==> config.mk <==
export PLATFORM = sky130hd
export DESIGN_NAME = mem_arb
export DESIGN_NICKNAME = d
export VERILOG_FILES = /design/src/rtl/mem_arb_pkg.sv /design/src/rtl/mem_arb_pick.sv /design/src/rtl/mem_arb.sv
export SDC_FILE = /design/constraint.sdc
export NUM_CORES = 1
export LEC_CHECK = 0
export CAP_MARGIN = 20
export CORE_MARGIN = 10
export CORE_UTILIZATION = 40
export DETAILED_ROUTE_END_ITERATION = 8
export PLACE_DENSITY = 0.75
export RECOVER_POWER = 100
export SLEW_MARGIN = 30
export SYNTH_ARGS = -nofsm -noshare
export SYNTH_HDL_FRONTEND = slang
export SYNTH_SLANG_ARGS = --single-unit
==> constraint.sdc <==
create_clock -name clk -period 1.57 [get_ports clk]
set_input_delay 0.157 -clock clk [delete_from_list [all_inputs] [get_ports clk]]
set_output_delay 0.157 -clock clk [all_outputs]
set_load 0.1 [all_outputs]
==> src/rtl/mem_arb_pkg.sv <==
// Shared definitions for the SISC memory-port arbiter.
// Holds the FSM state encoding, the access-owner encoding and the
// default bus widths used by mem_arb and its arb_pick sub-module.
package mem_arb_pkg;

  localparam int unsigned DEF_AW = 16;
  localparam int unsigned DEF_DW = 32;

  typedef enum logic [1:0] {
    ST_IDLE = 2'd0,
    ST_BUSY = 2'd1,
    ST_RESP = 2'd2
  } state_e;

  typedef enum logic {
    OWN_IF = 1'b0,
    OWN_DM = 1'b1
  } owner_e;

endpackage

==> src/rtl/mem_arb_pick.sv <==
// Winner select for the shared memory port plus the fetch anti-starvation
// counter. The winner is purely combinational from the two request levels
// and the counter; the counter only moves on edges where an arbitration
// actually happens (arb_en high).
//
// Ports:
//   clk, rst_f          clock, asynchronous active-low reset
//   arb_en              the FSM is in a state that accepts a new access
//   if_req, dm_req      request levels from fetch and load/store
//   win_valid           some requester wins at this edge
//   win_owner           which requester wins (valid with win_valid)
module arb_pick
  import mem_arb_pkg::*;
#(
  parameter int unsigned STARVE_MAX = 4
) (
  input  logic   clk,
  input  logic   rst_f,
  input  logic   arb_en,
  input  logic   if_req,
  input  logic   dm_req,
  output logic   win_valid,
  output owner_e win_owner
);

  localparam logic [3:0] STARVE_LIM = 4'(STARVE_MAX);

  logic [3:0] starve_q, starve_d;

  // Data accesses normally beat fetches, but after STARVE_MAX consecutive
  // contended losses the fetch is forced through. Any fetch win restarts
  // the count; an uncontended data win leaves it alone.
  always_comb begin
    win_valid = arb_en & (if_req | dm_req);
    win_owner = OWN_IF;
    starve_d  = starve_q;
    if (arb_en) begin
      if (if_req && dm_req) begin
        if (starve_q < STARVE_LIM) begin
          win_owner = OWN_DM;
          starve_d  = starve_q + 4'd1;
        end else begin
          win_owner = OWN_IF;
          starve_d  = 4'd0;
        end
      end else if (if_req) begin
        win_owner = OWN_IF;
        starve_d  = 4'd0;
      end else if (dm_req) begin
        win_owner = OWN_DM;
      end
    end
  end

  // Starvation counter register.
  always_ff @(posedge clk or negedge rst_f) begin
    if (!rst_f) begin
      starve_q <= 4'd0;
    end else begin
      starve_q <= starve_d;
    end
  end

endmodule

==> src/rtl/mem_arb.sv <==
// Arbiter and sequencer for the single shared memory port of the SISC core.
// Multiplexes instruction fetch (IF) and load/store (DM) onto one memory,
// runs an IDLE/BUSY/RESP handshake per access with a variable-latency ack,
// and aborts an access that sees no ack for TMO_CYC BUSY cycles. All outputs
// are registered.
//
// Ports:
//   clk, rst_f                     clock, asynchronous active-low reset
//   if_req/if_addr                 fetch request level and word address
//   if_gnt/if_rvalid/if_rdata      fetch accept pulse, completion pulse, data
//   dm_req/dm_we/dm_addr/dm_wdata  data request, store flag, address, data
//   dm_gnt/dm_rvalid/dm_rdata      data accept pulse, completion pulse, data
//   err                            timeout flag, qualified by an rvalid
//   mem_req/mem_we/mem_addr/mem_wdata  memory-side access registers
//   mem_rdata/mem_ack              memory read data and completion
module mem_arb
  import mem_arb_pkg::*;
#(
  parameter int unsigned AW         = DEF_AW,
  parameter int unsigned DW         = DEF_DW,
  parameter int unsigned STARVE_MAX = 4,
  parameter int unsigned TMO_CYC    = 16
) (
  input  logic          clk,
  input  logic          rst_f,
  input  logic          if_req,
  input  logic [AW-1:0] if_addr,
  output logic          if_gnt,
  output logic          if_rvalid,
  output logic [DW-1:0] if_rdata,
  input  logic          dm_req,
  input  logic          dm_we,
  input  logic [AW-1:0] dm_addr,
  input  logic [DW-1:0] dm_wdata,
  output logic          dm_gnt,
  output logic          dm_rvalid,
  output logic [DW-1:0] dm_rdata,
  output logic          err,
  output logic          mem_req,
  output logic          mem_we,
  output logic [AW-1:0] mem_addr,
  output logic [DW-1:0] mem_wdata,
  input  logic [DW-1:0] mem_rdata,
  input  logic          mem_ack
);

  localparam logic [7:0] TMO_LAST = 8'(TMO_CYC - 1);

  state_e        state_q, state_d;
  owner_e        owner_q, owner_d;
  logic [7:0]    tmo_q, tmo_d;

  logic          if_gnt_q, if_gnt_d;
  logic          dm_gnt_q, dm_gnt_d;
  logic          if_rvalid_q, if_rvalid_d;
  logic          dm_rvalid_q, dm_rvalid_d;
  logic [DW-1:0] if_rdata_q, if_rdata_d;
  logic [DW-1:0] dm_rdata_q, dm_rdata_d;
  logic          err_q, err_d;
  logic          mem_req_q, mem_req_d;
  logic          mem_we_q, mem_we_d;
  logic [AW-1:0] mem_addr_q, mem_addr_d;
  logic [DW-1:0] mem_wdata_q, mem_wdata_d;
  logic [DW-1:0] resp_data;

  logic          arb_en;
  logic          win_valid;
  owner_e        win_owner;

  // A new access can start from IDLE, or from RESP in the same edge that
  // retires the previous one, which gives one access per two cycles.
  assign arb_en = (state_q == ST_IDLE) || (state_q == ST_RESP);

  arb_pick #(
    .STARVE_MAX (STARVE_MAX)
  ) u_pick (
    .clk       (clk),
    .rst_f     (rst_f),
    .arb_en    (arb_en),
    .if_req    (if_req),
    .dm_req    (dm_req),
    .win_valid (win_valid),
    .win_owner (win_owner)
  );

  // State register together with every registered output. Reset clears the
  // whole lot at once, so an access in flight loses mem_req immediately and
  // never produces a completion pulse.
  always_ff @(posedge clk or negedge rst_f) begin
    if (!rst_f) begin
      state_q     <= ST_IDLE;
      owner_q     <= OWN_IF;
      tmo_q       <= 8'd0;
      if_gnt_q    <= 1'b0;
      dm_gnt_q    <= 1'b0;
      if_rvalid_q <= 1'b0;
      dm_rvalid_q <= 1'b0;
      if_rdata_q  <= '0;
      dm_rdata_q  <= '0;
      err_q       <= 1'b0;
      mem_req_q   <= 1'b0;
      mem_we_q    <= 1'b0;
      mem_addr_q  <= '0;
      mem_wdata_q <= '0;
    end else begin
      state_q     <= state_d;
      owner_q     <= owner_d;
      tmo_q       <= tmo_d;
      if_gnt_q    <= if_gnt_d;
      dm_gnt_q    <= dm_gnt_d;
      if_rvalid_q <= if_rvalid_d;
      dm_rvalid_q <= dm_rvalid_d;
      if_rdata_q  <= if_rdata_d;
      dm_rdata_q  <= dm_rdata_d;
      err_q       <= err_d;
      mem_req_q   <= mem_req_d;
      mem_we_q    <= mem_we_d;
      mem_addr_q  <= mem_addr_d;
      mem_wdata_q <= mem_wdata_d;
    end
  end

  // Next-state logic. The timeout fires on the edge that closes the
  // TMO_CYC-th BUSY cycle without an ack; an ack on that same edge wins.
  always_comb begin
    state_d = state_q;
    owner_d = owner_q;
    tmo_d   = tmo_q;
    case (state_q)
      ST_IDLE, ST_RESP: begin
        if (win_valid) begin
          state_d = ST_BUSY;
          owner_d = win_owner;
          tmo_d   = 8'd0;
        end else begin
          state_d = ST_IDLE;
        end
      end
      ST_BUSY: begin
        if (mem_ack) begin
          state_d = ST_RESP;
        end else if (tmo_q == TMO_LAST) begin
          state_d = ST_RESP;
        end else begin
          tmo_d = tmo_q + 8'd1;
        end
      end
      default: state_d = ST_IDLE;
    endcase
  end

  // Output logic: values the output registers take at the coming edge.
  // Stores and timeouts complete with zero data; the non-owner's rdata
  // and the memory-side registers simply hold.
  always_comb begin
    if_gnt_d    = 1'b0;
    dm_gnt_d    = 1'b0;
    if_rvalid_d = 1'b0;
    dm_rvalid_d = 1'b0;
    err_d       = 1'b0;
    if_rdata_d  = if_rdata_q;
    dm_rdata_d  = dm_rdata_q;
    mem_we_d    = mem_we_q;
    mem_addr_d  = mem_addr_q;
    mem_wdata_d = mem_wdata_q;
    mem_req_d   = (state_d == ST_BUSY);
    resp_data   = (mem_ack && !mem_we_q) ? mem_rdata : '0;
    case (state_q)
      ST_IDLE, ST_RESP: begin
        if (win_valid) begin
          if (win_owner == OWN_DM) begin
            dm_gnt_d    = 1'b1;
            mem_addr_d  = dm_addr;
            mem_we_d    = dm_we;
            mem_wdata_d = dm_wdata;
          end else begin
            if_gnt_d    = 1'b1;
            mem_addr_d  = if_addr;
            mem_we_d    = 1'b0;
          end
        end
      end
      ST_BUSY: begin
        if (state_d == ST_RESP) begin
          err_d = ~mem_ack;
          if (owner_q == OWN_DM) begin
            dm_rvalid_d = 1'b1;
            dm_rdata_d  = resp_data;
          end else begin
            if_rvalid_d = 1'b1;
            if_rdata_d  = resp_data;
          end
        end
      end
      default: ;
    endcase
  end

  assign if_gnt    = if_gnt_q;
  assign dm_gnt    = dm_gnt_q;
  assign if_rvalid = if_rvalid_q;
  assign dm_rvalid = dm_rvalid_q;
  assign if_rdata  = if_rdata_q;
  assign dm_rdata  = dm_rdata_q;
  assign err       = err_q;
  assign mem_req   = mem_req_q;
  assign mem_we    = mem_we_q;
  assign mem_addr  = mem_addr_q;
  assign mem_wdata = mem_wdata_q;

endmodule

==> Implementation_results.wiki <==
{| class="wikitable"
! Metric !! Value
|-
| Total wire length after detailed routing || 21.3 mm
|-
| Syn Area/Cell || 12.7 um^2
|-
| Core outline area || 0.0152 mm^2
|-
| Clock buffers created by TritonCTS || 17
|-
| Period utilization || 102%
|-
| Port buffer count || 220
|-
| Max capacitance violation total || 0
|-
| Fraction of layout cells with a size suffix above 1 || 41.6%
|-
| CP startpoint kind || flip-flop
|-
| Worst-path cell with the longest stage delay || sky130_fd_sc_hd__dfrtp_2
|-
| Number of placed cells counting well taps || 893
|-
| Vias per inst || 5.45
|-
| Antenna violations before repair || 0
|-
| Total congestion overflow || 0
|-
| Achievable clock frequency || 623 MHz
|-
| Maximum clock skew at final layout || 7.99 ps
|-
| Crit path buf inv count || 1
|-
| Max Transition Viols Final || 0
|-
| Clock sink count || 134
|-
| Final count of negative-setup-slack endpoints || 61
|-
| Area post-placement || 0.0101 mm^2
|-
| Overall die area || 0.0209 mm^2
|-
| Number of global-route vias before repair || 5647
|-
| M3 GR Usage || 10.7%
|-
| Clock latency on the worst-skew pair || 410 ps
|-
| Nets || 844
|-
| Cell depth of the worst flop-to-flop path || 4
|-
| Layout overhead on the synthesized area || 51.5%
|-
| Net count after synthesis || 593
|-
| CP endpoint kind || flip-flop
|-
| Initial Utilization || 40.9%
|-
| Terminus of the critical flop-to-flop path || if_rdata[19]$_DFFE_PN0P_
|-
| Crit-path cells || nor3b_4 -> bufbuf_16 -> mux2_2 -> a21o_1
|-
| Warnings, synthesis || 0
|-
| Area of the mapped netlist || 0.00621 mm^2
|-
| Headroom to the max-slew limit || 39.7%
|-
| Sequential area share after synthesis || 54.0%
|-
| Minimum period implied by the final worst setup slack || 1610 ps
|-
| Global-route met2 utilization || 31.1%
|-
| Minimum setup slack in the final design || -35.2 ps
|-
| Setup Crit Path Kind || reg -> reg
|-
| Drt pass-1 iters || 4
|-
| Clock slew at the register clock pins of the worst setup and hold paths || 60 ps
|-
| Placer Congestion || 0.828
|-
| Crit path required time || 1870 ps
|-
| Hold Path Depth || 3
|-
| End point of the most critical hold path || mem_addr[7]$_DFFE_PN0N_
|-
| Top cell type's share of synthesized area || 54.0%
|-
| Violated checks || negative setup slack
|-
| Synthesis-stage register bit count || 134
|-
| Die Wd || 145 um
|-
| Post-route antenna net violation count || 0
|-
| Number of core rows || 45
|-
| Io pins || 221
|-
| Worst r2r src || state_q[0]$_DFF_PN0_
|-
| Startpoint of the most critical hold path || if_addr[7]
|-
| Clock root cell || sky130_fd_sc_hd__clkbuf_16
|-
| Worst endpoint data arrival time || 1900 ps
|-
| Estimated wirelength of the detail-placed design || 14.5 mm
|-
| Yosys cell types || 41
|-
| Final routed wire length divided by cell count || 22.6 um
|-
| Longest Clk Path Bufs || 2
|-
| Layer with the highest usage || met2
|-
| Drt initial violations || 253
|-
| First-pass GRT wire length || 31.4 mm
|-
| Highest cell delay on the worst timing path || 420 ps
|-
| Via total after detailed routing || 5126
|-
| Hold Fails Final Rpt || 0
|-
| Top cell family by delay on the critical path || flip-flops
|-
| Final setup TNS || -816 ps
|-
| Run status || complete, but fails checks
|-
| Final design area excluding fillers || 0.00942 mm^2
|-
| Largest area contributor in the synthesized netlist || sky130_fd_sc_hd__dfrtp_1
|-
| Highest-count cells in the layout ignoring fill and taps || sky130_fd_sc_hd__dfrtp_1 (131), sky130_fd_sc_hd__clkdlybuf4s50_1 (100), sky130_fd_sc_hd__a21o_1 (65)
|-
| Number of instances in the synthesized netlist || 489
|-
| Worst setup slack for register-to-register paths || -40 ps
|-
| Maximum level of the CTS H-tree || 4
|-
| Most common library cell in the layout ignoring fill and taps || sky130_fd_sc_hd__dfrtp_1
|-
| Combined global-route utilization of all metal layers || 19.4%
|-
| Final standard cell utilization of the core || 62.0%
|-
| Path category of the worst min-delay check || in -> reg
|-
| Cells taking the most area after synthesis || sky130_fd_sc_hd__dfrtp_1 (54%), sky130_fd_sc_hd__mux2_2 (18%), sky130_fd_sc_hd__a21o_1 (7.9%)
|-
| Met1 track utilization from global routing || 21.5%
|-
| Count of placed standard cells in the final layout, fillers left out || 941
|-
| Clock tree from TritonCTS || built
|-
| Setup repair after global routing missed its margin || true
|-
| Slew of the pin with the lowest slew margin || 904 ps
|-
| Floorplan die height || 145 um
|-
| DRC violation count after routing || 0
|-
| Crit-path max FO || 10
|-
| Antenna diodes || 0
|-
| Largest net degree at the start of global routing || 47
|}
## cell families after synthesis
logic type	after synthesis	synth area share [%]
flops	134	54.0
simple gates	113	12.4
compound gates	100	12.0
mux	100	18.1
buf+inv	40	3.26
fa+ha+maj	2	0.403
## cell type report
class | instances | area [um^2]
clock buffers | 24 | 492
clock inverters | 8 | 144
fillers | 1113 | 5780
inverters | 3 | 11.3
multi-input cells | 315 | 2920
flip-flops and latches | 134 | 3360
well taps | 188 | 235
repair buffers | 269 | 2260
## flip-flops by register name (all words and copies together), names as in the netlist
| signal | flops |
|---|---|
| dm_rdata | 32 |
| if_rdata | 32 |
| mem_wdata | 32 |
| mem_addr | 16 |
| tmo_q | 8 |
| u_pick.starve_q | 4 |
| state_q | 2 |
| dm_gnt | 1 |
| dm_rvalid | 1 |
| err | 1 |
| if_gnt | 1 |
| if_rvalid | 1 |
| mem_req | 1 |
| mem_we | 1 |
| owner_q | 1 |
## worst max path at each step
stage,startpoint,end,slack (ps),cells past startpoint
6_report,state_q[0]$_DFF_PN0_,if_rdata[19]$_DFFE_PN0P_,-40,4
3_5_place_dp,mem_ack,tmo_q[7]$_DFFE_PN0P_,-300,5
3_3_place_gp,mem_ack,tmo_q[5]$_DFFE_PN0P_,-150,4
5_1_grt,state_q[0]$_DFF_PN0_,if_rdata[19]$_DFFE_PN0P_,-110,4
4_1_cts,owner_q$_DFFE_PN0N_,if_rdata[28]$_DFFE_PN0P_,-20,5
2_1_floorplan,u_pick.starve_q[3]$_DFFE_PN0P_,mem_wdata[10]$_DFFE_PN0P_,-20,5
## layer usage
metal	vias to the layer above	routed length [um]
met1	2574	8120
met3	25	2420
li1	2298	-
met4	0	343
met5	-	0
met2	229	10400
## synth_stat cells
| cell | instances |
|---|---|
| sky130_fd_sc_hd__o21ai_1 | 2 |
| sky130_fd_sc_hd__nand4bb_1 | 1 |
| sky130_fd_sc_hd__and3b_1 | 32 |
| sky130_fd_sc_hd__nor4bb_1 | 1 |
| sky130_fd_sc_hd__a2111oi_0 | 1 |
| sky130_fd_sc_hd__clkbuf_1 | 17 |
| sky130_fd_sc_hd__nor3b_2 | 1 |
| sky130_fd_sc_hd__and3b_2 | 2 |
| sky130_fd_sc_hd__a21oi_1 | 4 |
| sky130_fd_sc_hd__mux2i_1 | 3 |
| sky130_fd_sc_hd__nand2_1 | 40 |
| sky130_fd_sc_hd__nand4b_1 | 16 |
| sky130_fd_sc_hd__a22o_1 | 2 |
| sky130_fd_sc_hd__a21o_1 | 65 |
| sky130_fd_sc_hd__nor4_1 | 1 |
| sky130_fd_sc_hd__buf_4 | 4 |
| sky130_fd_sc_hd__o211ai_1 | 17 |
| sky130_fd_sc_hd__a41oi_1 | 2 |
| sky130_fd_sc_hd__clkbuf_2 | 1 |
| sky130_fd_sc_hd__or3b_2 | 1 |
| sky130_fd_sc_hd__o21bai_2 | 1 |
| sky130_fd_sc_hd__nor4_4 | 1 |
| sky130_fd_sc_hd__nand2b_1 | 1 |
| sky130_fd_sc_hd__o21ba_2 | 1 |
| sky130_fd_sc_hd__nor3_1 | 2 |
| sky130_fd_sc_hd__dfrtp_1 | 134 |
| sky130_fd_sc_hd__inv_1 | 3 |
| sky130_fd_sc_hd__nand4_1 | 1 |
| sky130_fd_sc_hd__ha_1 | 2 |
| sky130_fd_sc_hd__o21ai_0 | 2 |
| sky130_fd_sc_hd__nor3b_1 | 2 |
| sky130_fd_sc_hd__nor2_1 | 2 |
| sky130_fd_sc_hd__buf_2 | 13 |
| sky130_fd_sc_hd__mux2_2 | 97 |
| sky130_fd_sc_hd__nand3_1 | 2 |
| sky130_fd_sc_hd__o31ai_1 | 3 |
| sky130_fd_sc_hd__nor2b_1 | 2 |
| sky130_fd_sc_hd__and2_1 | 1 |
| sky130_fd_sc_hd__clkbuf_8 | 2 |
| sky130_fd_sc_hd__or3b_4 | 1 |
| sky130_fd_sc_hd__or4_1 | 3 |
## worst reg2reg max path, stage by stage (launching register included)
cell                        delay (ps)
sky130_fd_sc_hd__dfrtp_2           420
sky130_fd_sc_hd__nor3b_4           260
sky130_fd_sc_hd__bufbuf_16         320
sky130_fd_sc_hd__mux2_2            340
sky130_fd_sc_hd__a21o_1            160
## per-stage QoR
stage	setup slack, ps	hold WS, ps
2_1_floorplan	-15.7	-139
3_3_place_gp	-146	76.2
3_5_place_dp	-300	81.9
4_1_cts	-20.5	213
5_1_grt	-107	312
6_report	-35.2	313
## timing repair
action | 4_1_cts | 5_1_grt
resized for setup | 15 | 57
gates cloned | 4 | 3
pin swaps | 2 | 7
setup buffers | 7 | 2
endpoints found under the setup margin | 78 | 100
hold buffers | 1 | 0
endpoints found under the hold margin | 56 | 0
Power is left out: the tool's default activity adds up to more than one toggle a clock period on the data nets, which glitch-free logic cannot reach.
